**config.mk**
```make
export PLATFORM = sky130hd
export DESIGN_NAME = mem_access_sequencer
export DESIGN_NICKNAME = d
export VERILOG_FILES = /design/src/rtl/proc_pkg.sv /design/src/rtl/core_pick.sv /design/src/rtl/mem_access_sequencer.sv
export SDC_FILE = /design/constraint.sdc
export NUM_CORES = 1
export LEC_CHECK = 0
export ABC_CLOCK_PERIOD_IN_PS = 2500
export BUFFER_PORTS_ARGS = -buffer_cell sky130_fd_sc_hd__buf_2
export CORE_AREA = 5 5 42 44
export CTS_CLUSTER_DIAMETER = 60
export DETAILED_ROUTE_END_ITERATION = 12
export DIE_AREA = 0 0 47 49
export GPL_TIMING_DRIVEN = 0
export PLACE_DENSITY = 0.69
export SYNTH_ARGS = -nofsm -noshare
export SYNTH_HDL_FRONTEND = slang
export SYNTH_SLANG_ARGS = --single-unit
export TNS_END_PERCENT = 1
```
**constraint.sdc**
```tcl
create_clock -name clock -period 2.5 [get_ports clock]
set_clock_uncertainty 0.2 [all_clocks]
set_input_delay 0.25 -clock clock [delete_from_list [all_inputs] [get_ports clock]]
set_output_delay 0.25 -clock clock [all_outputs]
set_load 0.005 [all_outputs]
```
**src/rtl/proc_pkg.sv**
```systemverilog
// Shared definitions for the multi-core processor control path.
// Holds op encodings, the memory-sequencer state type and a width helper.
package proc_pkg;

  localparam logic OP_LOAD  = 1'b0;
  localparam logic OP_STORE = 1'b1;

  typedef enum logic [2:0] {
    IDLE  = 3'd0,
    SETUP = 3'd1,
    WAIT  = 3'd2,
    XFER  = 3'd3,
    DONE  = 3'd4
  } seq_state_e;

  // $clog2 that never returns 0, so single-value counters and one-core selects stay 1 bit wide.
  function automatic int min1_clog2(input int n);
    return (n > 1) ? $clog2(n) : 1;
  endfunction

endpackage

```
**src/rtl/core_pick.sv**
```systemverilog
// Combinational find-first-set: reports the lowest set bit of vec and whether any bit is set.
module core_pick #(
  parameter int NUM_CORES = 4,
  parameter int CORE_W    = 2
) (
  input  logic [NUM_CORES-1:0] vec,
  output logic [CORE_W-1:0]    index,
  output logic                 found
);

  // Scan from the top down so the lowest set bit is the last one written.
  always_comb begin
    index = '0;
    found = 1'b0;
    for (int i = NUM_CORES - 1; i >= 0; i--) begin
      if (vec[i]) begin
        index = CORE_W'(i);
        found = 1'b1;
      end
    end
  end

endmodule

```
**src/rtl/mem_access_sequencer.sv**
```systemverilog
// Walks the enabled cores in ascending order for the shared-memory phase of LOADAC/STAC,
// issuing address-setup, optional wait states and a load-capture or store strobe per core.
//
// state | meaning
// IDLE  | waiting for start; latches op and core_mask
// SETUP | address register load for the selected core
// WAIT  | WAIT_CYCLES settle cycles, down-counted
// XFER  | data transfer strobe; retire core, pick next
// DONE  | one-cycle completion pulse
module mem_access_sequencer
  import proc_pkg::*;
#(
  parameter int NUM_CORES   = 4,
  parameter int CORE_W      = min1_clog2(NUM_CORES),
  parameter int WAIT_CYCLES = 1
) (
  input  logic                 clock,
  input  logic                 reset,
  input  logic                 start,
  input  logic                 op,
  input  logic [NUM_CORES-1:0] core_mask,
  output logic                 busy,
  output logic                 done,
  output logic [CORE_W-1:0]    core_sel,
  output logic                 sel_valid,
  output logic                 addr_we,
  output logic                 rd_capture,
  output logic                 mem_we
);

  localparam int WAIT_W = min1_clog2(WAIT_CYCLES + 1);
  localparam logic [WAIT_W-1:0] WAIT_LOAD = WAIT_W'(WAIT_CYCLES);
  localparam logic [WAIT_W-1:0] WAIT_ONE  = WAIT_W'(1);

  seq_state_e state, state_next;

  logic                 op_q, op_next;
  logic [NUM_CORES-1:0] rem_mask, rem_mask_next;
  logic [WAIT_W-1:0]    wait_cnt, wait_cnt_next;

  logic [CORE_W-1:0]    pick_idx;
  logic                 pick_found;
  logic [NUM_CORES-1:0] cur_bit;
  logic [NUM_CORES-1:0] rem_after;

  // The current core is always the lowest bit still set in the remaining mask.
  core_pick #(
    .NUM_CORES (NUM_CORES),
    .CORE_W    (CORE_W)
  ) u_core_pick (
    .vec   (rem_mask),
    .index (pick_idx),
    .found (pick_found)
  );

  always_comb begin
    for (int i = 0; i < NUM_CORES; i++) begin
      cur_bit[i] = (pick_idx == CORE_W'(i));
    end
    rem_after = rem_mask & ~cur_bit;
  end

  always_ff @(posedge clock or posedge reset) begin
    if (reset) begin
      state    <= IDLE;
      op_q     <= OP_LOAD;
      rem_mask <= '0;
      wait_cnt <= '0;
    end else begin
      state    <= state_next;
      op_q     <= op_next;
      rem_mask <= rem_mask_next;
      wait_cnt <= wait_cnt_next;
    end
  end

  always_comb begin
    state_next    = state;
    op_next       = op_q;
    rem_mask_next = rem_mask;
    wait_cnt_next = wait_cnt;
    busy          = 1'b0;
    done          = 1'b0;
    sel_valid     = 1'b0;
    addr_we       = 1'b0;
    rd_capture    = 1'b0;
    mem_we        = 1'b0;

    case (state)
      IDLE: begin
        if (start) begin
          op_next       = op;
          rem_mask_next = core_mask;
          state_next    = (|core_mask) ? SETUP : DONE;
        end
      end

      SETUP: begin
        busy          = 1'b1;
        sel_valid     = 1'b1;
        addr_we       = 1'b1;
        wait_cnt_next = WAIT_LOAD;
        state_next    = (WAIT_CYCLES > 0) ? WAIT : XFER;
      end

      WAIT: begin
        busy          = 1'b1;
        sel_valid     = 1'b1;
        wait_cnt_next = wait_cnt - WAIT_ONE;
        if (wait_cnt <= WAIT_ONE) begin
          state_next = XFER;
        end
      end

      XFER: begin
        busy          = 1'b1;
        sel_valid     = 1'b1;
        rd_capture    = (op_q == OP_LOAD);
        mem_we        = (op_q == OP_STORE);
        rem_mask_next = rem_after;
        state_next    = (|rem_after) ? SETUP : DONE;
      end

      DONE: begin
        busy       = 1'b1;
        done       = 1'b1;
        state_next = IDLE;
      end

      default: begin
        state_next = IDLE;
      end
    endcase
  end

  assign core_sel = (sel_valid && pick_found) ? pick_idx : '0;

endmodule

```
==> flow_summary.html <==
<table>
<tr><th>Metric</th><th>Value</th></tr>
<tr><th colspan="2">Logic synthesis</th></tr>
<tr><td>Mapped Area</td><td>474 sq um</td></tr>
<tr><td>Number of register bits inferred by synthesis</td><td>8</td></tr>
<tr><td>Post-synthesis async set-or-reset flop share</td><td>100%</td></tr>
<tr><td>Instance count of the mapped netlist</td><td>53</td></tr>
<tr><td>Main combinational cell family by area after synthesis</td><td>simple AND/OR/NAND/NOR gates</td></tr>
<tr><td>Syn_area_per_cell</td><td>8.95 sq um</td></tr>
<tr><td>Simple-Gate Fraction of Synth Area</td><td>30.6%</td></tr>
<tr><td>Yosys Warn Count</td><td>0</td></tr>
<tr><td>Most instantiated library cell after synthesis</td><td>nor2_1</td></tr>
<tr><td>Post-synth EDFFs</td><td>0</td></tr>
<tr><td>Compound-gate portion of the synthesized area</td><td>12.9%</td></tr>
<tr><td>Cell types occupying the most area after synthesis</td><td>dfrtp_1 42%, nor2_1 7.9%, nor4b_4 5.0%, mux2i_1 4.2%, nand2_1 4.0%</td></tr>
<tr><td>Dominant synthesized flop cell</td><td>dfrtp_1</td></tr>
<tr><td>Post-synth net total</td><td>61</td></tr>
<tr><td>Post-synthesis adder-cell area fraction</td><td>0%</td></tr>
<tr><td>Leading cell types by count after synthesis</td><td>10 x nor2_1, 8 x dfrtp_1, 5 x nand2_1</td></tr>
<tr><td>Count of cell types in the netlist</td><td>23</td></tr>
<tr><td>Area share of xor/xnor cells in the synthesized design</td><td>3.69%</td></tr>
<tr><td>Sequential share of the synthesized area</td><td>42.2%</td></tr>
<tr><td>Multiplexer share of the synthesized area</td><td>4.22%</td></tr>
<tr><td>Synth area leader</td><td>dfrtp_1</td></tr>
<tr><td>Area fraction of the dominant cell type after synthesis</td><td>42.2%</td></tr>
<tr><th colspan="2">Clock network</th></tr>
<tr><td>Source-to-sink clock delay at the later pin of the worst-skew pair</td><td>250 ps</td></tr>
<tr><td>Number of clock sinks</td><td>8</td></tr>
<tr><td>Clk root buf</td><td>clkbuf_4</td></tr>
<tr><td>Buffer count from post-CTS setup fixing</td><td>0</td></tr>
<tr><td>Number of buffers created by CTS</td><td>3</td></tr>
<tr><td>Register clock-pin slew on the reported worst setup and hold paths</td><td>50 ps</td></tr>
<tr><td>Number of gates resized after cts</td><td>0</td></tr>
<tr><td>Clock Tree Buf Depth</td><td>2</td></tr>
<tr><td>TritonCTS clock tree</td><td>built</td></tr>
<tr><td>CTS hold repair buffers</td><td>1</td></tr>
<tr><td>Number of levels in the clock H-tree</td><td>1</td></tr>
<tr><th colspan="2">Power and ir drop</th></tr>
<tr><td>Power per cell area</td><td>1250 mW/mm^2</td></tr>
<tr><td>VDD IR max</td><td>0.000508 V</td></tr>
<tr><td>Leakage</td><td>0.284 nW</td></tr>
<tr><td>Total Power Consumption</td><td>0.751 mW</td></tr>
<tr><th colspan="2">Placement</th></tr>
<tr><td>Inst Count DP</td><td>84</td></tr>
<tr><td>Total half-perimeter wirelength after legalization and detailed placement</td><td>724 um</td></tr>
<tr><td>Weighted congestion at the end of routability-driven global placement</td><td>0.713</td></tr>
<tr><td>Number of buffer cells added on primary ports</td><td>15</td></tr>
<tr><th colspan="2">Floorplanning</th></tr>
<tr><td>Std cell rows</td><td>14</td></tr>
<tr><td>Core region area</td><td>0.00140 sq mm</td></tr>
<tr><td>Starting density of the core</td><td>33.8%</td></tr>
<tr><td>Die Width</td><td>47 um</td></tr>
<tr><td>Die Span Y</td><td>49 um</td></tr>
<tr><td>Boundary Pins</td><td>16</td></tr>
<tr><td>Die outline area</td><td>0.00230 sq mm</td></tr>
<tr><th colspan="2">STA</th></tr>
<tr><td>Max-slew headroom at the worst pin</td><td>64.1%</td></tr>
<tr><td>Setup_tns</td><td>0 ps</td></tr>
<tr><td>Shortest clock period the worst path allows after layout</td><td>1950 ps</td></tr>
<tr><td>Ratio of final minimum period to clock period</td><td>78.1%</td></tr>
<tr><td>Count of endpoints failing hold in the final timing report</td><td>0</td></tr>
<tr><td>Setup repair after global routing missed its margin</td><td>false</td></tr>
<tr><td>Setup violators final</td><td>0</td></tr>
<tr><td>Min Hold Slack</td><td>22.2 ps</td></tr>
<tr><td>Measured slew at the worst slew-check pin</td><td>537 ps</td></tr>
<tr><td>Fin. max-slew vios</td><td>0</td></tr>
<tr><td>Achievable frequency</td><td>512 MHz</td></tr>
<tr><th colspan="2">Critical path</th></tr>
<tr><td>Crit Path Category</td><td>flip-flop to output port</td></tr>
<tr><td>Critical path peak fanout</td><td>7</td></tr>
<tr><td>Nature of the critical path endpoint</td><td>output port</td></tr>
<tr><td>Data arrival time at the worst-slack endpoint</td><td>1500 ps</td></tr>
<tr><td>Crit path launch type</td><td>flip-flop</td></tr>
<tr><td>Endpoint required time on the critical path</td><td>2050 ps</td></tr>
<tr><th colspan="2">Detailed routing</th></tr>
<tr><td>Total wire length</td><td>953 um</td></tr>
<tr><td>Initial detailed-routing violation count</td><td>4</td></tr>
<tr><td>First drt pass iteration count</td><td>3</td></tr>
<tr><td>Count of nets left with antenna violations after detail routing</td><td>0</td></tr>
<tr><td>Via/cell ratio</td><td>4.81</td></tr>
<tr><td>Total vias in the final route</td><td>423</td></tr>
<tr><td>Drt wl/cell</td><td>10.8 um</td></tr>
<tr><td>DRC</td><td>0</td></tr>
<tr><th colspan="2">Hold path</th></tr>
<tr><td>Worst Hold Class</td><td>input port to flip-flop</td></tr>
<tr><th colspan="2">GRT</th></tr>
<tr><td>First-pass GRT wire length</td><td>1600 um</td></tr>
<tr><td>Total global routing track utilization</td><td>9.16%</td></tr>
<tr><td>Antenna violations before repair</td><td>0</td></tr>
<tr><td>Sum of overflow across all layers after global routing</td><td>0</td></tr>
<tr><td>Largest net degree at the start of global routing</td><td>10</td></tr>
<tr><td>Via count of the first global-routing pass</td><td>397</td></tr>
<tr><th colspan="2">Cells and area</th></tr>
<tr><td>Core Util, Final</td><td>42.9%</td></tr>
<tr><td>Layout cell share with drive strength beyond 1</td><td>30.6%</td></tr>
<tr><td>Final net count</td><td>82</td></tr>
<tr><td>Filler-free cell count of the finished design</td><td>88</td></tr>
<tr><td>Final antenna diode count</td><td>0</td></tr>
<tr><td>Area overhead of the layout relative to synthesis</td><td>26.9%</td></tr>
<tr><th colspan="2">Job</th></tr>
<tr><td>Max Cap Violations</td><td>0</td></tr>
<tr><th colspan="2">Status</th></tr>
<tr><td>Run status</td><td>complete, no violations</td></tr>
</table>
[through the flow]
step | area, sq um | setup slack (ps)
after floorplan | 474 | 939
after global placement | 569 | 775
after detailed placement | 569 | 799
after CTS | 602 | 494
after global routing | 602 | 385
final | 602 | 547
[metal layers]
metal | track usage [%] | up-vias | share of wire (%)
li1 | - | 221 | -
met1 | 11.7 | 193 | 44
met2 | 13.6 | 9 | 49
met5 | 0 | - | 0
met4 | 4.15 | 0 | 0
met3 | 2.95 | 0 | 6.8
[placed cells by master, fill, tap and decap left out, types with 2 or more instances in the layout]
| cell type | netlist | final |
|---|---|---|
| mux2i_1 | 2 | 2 |
| clkbuf_1 | 2 | 2 |
| dfrtp_1 | 8 | 8 |
| xnor2_1 | 2 | 2 |
| o21ai_1 | 3 | 3 |
| nor2_1 | 10 | 10 |
| a211oi_1 | 2 | 2 |
| o21ai_0 | 2 | 2 |
| nand2_1 | 5 | 5 |
| buf_2 | 0 | 15 |
| nor4_1 | 2 | 2 |
| clkbuf_4 | 0 | 3 |
| inv_1 | 3 | 3 |
[critical path, cell delays in order, from the launching register on]
cell	delay (ps)
dfrtp_1	320
clkbuf_1	280
nor2_1	140
nor2_1	130
nor4b_1	220
buf_2	160
[cell families (layout without fill, tap and decap cells)]
family	Yosys count	count (layout)
XOR/XNOR	2	2
multiplexers	2	2
flip-flops	8	8
AND/OR/NAND/NOR	25	25
buffers and inverters	6	25
AO/OA/AOI/OAI	10	10
[where the power goes]
| part | switching [mW] | internal, mW | leakage [nW] |
|---|---|---|---|
| Clock | 0.0405 | 0.0547 | 0.0138 |
| Sequential | 0.0613 | 0.191 | 0.101 |
| Combinational | 0.204 | 0.200 | 0.170 |
| Total | 0.306 | 0.445 | 0.284 |
[area by class of cell]
| type | instances | area [sq um] |
|---|---|---|
| Multi-Input combinational cell | 39 | 244 |
| Fill cell | 153 | 800 |
| Buffer | 3 | 18.8 |
| Tap cell | 16 | 20.0 |
| Inverter | 3 | 11.3 |
| Sequential cell | 8 | 200 |
| Timing Repair Buffer | 16 | 85.1 |
| Clock buffer | 3 | 22.5 |
[final timing paths]
check,startpoint,slack [ps],endpoint,cells past startpoint
max in group asynchronous,reset,1570,rem_mask[1],3
hold / removal,op,20,op_q,3
setup reg to reg,state[0],840,rem_mask[1],4
hold reg to reg,op_q,350,op_q,2
setup / recovery,state[0],550,core_sel[1],5
min in group asynchronous,reset,290,state[0],3
[state kept, by name, summed over array words and instances, names as in the netlist]
register / count
rem_mask: 4
state: 3
op_q: 1
Power figures use the tool's default switching activity.
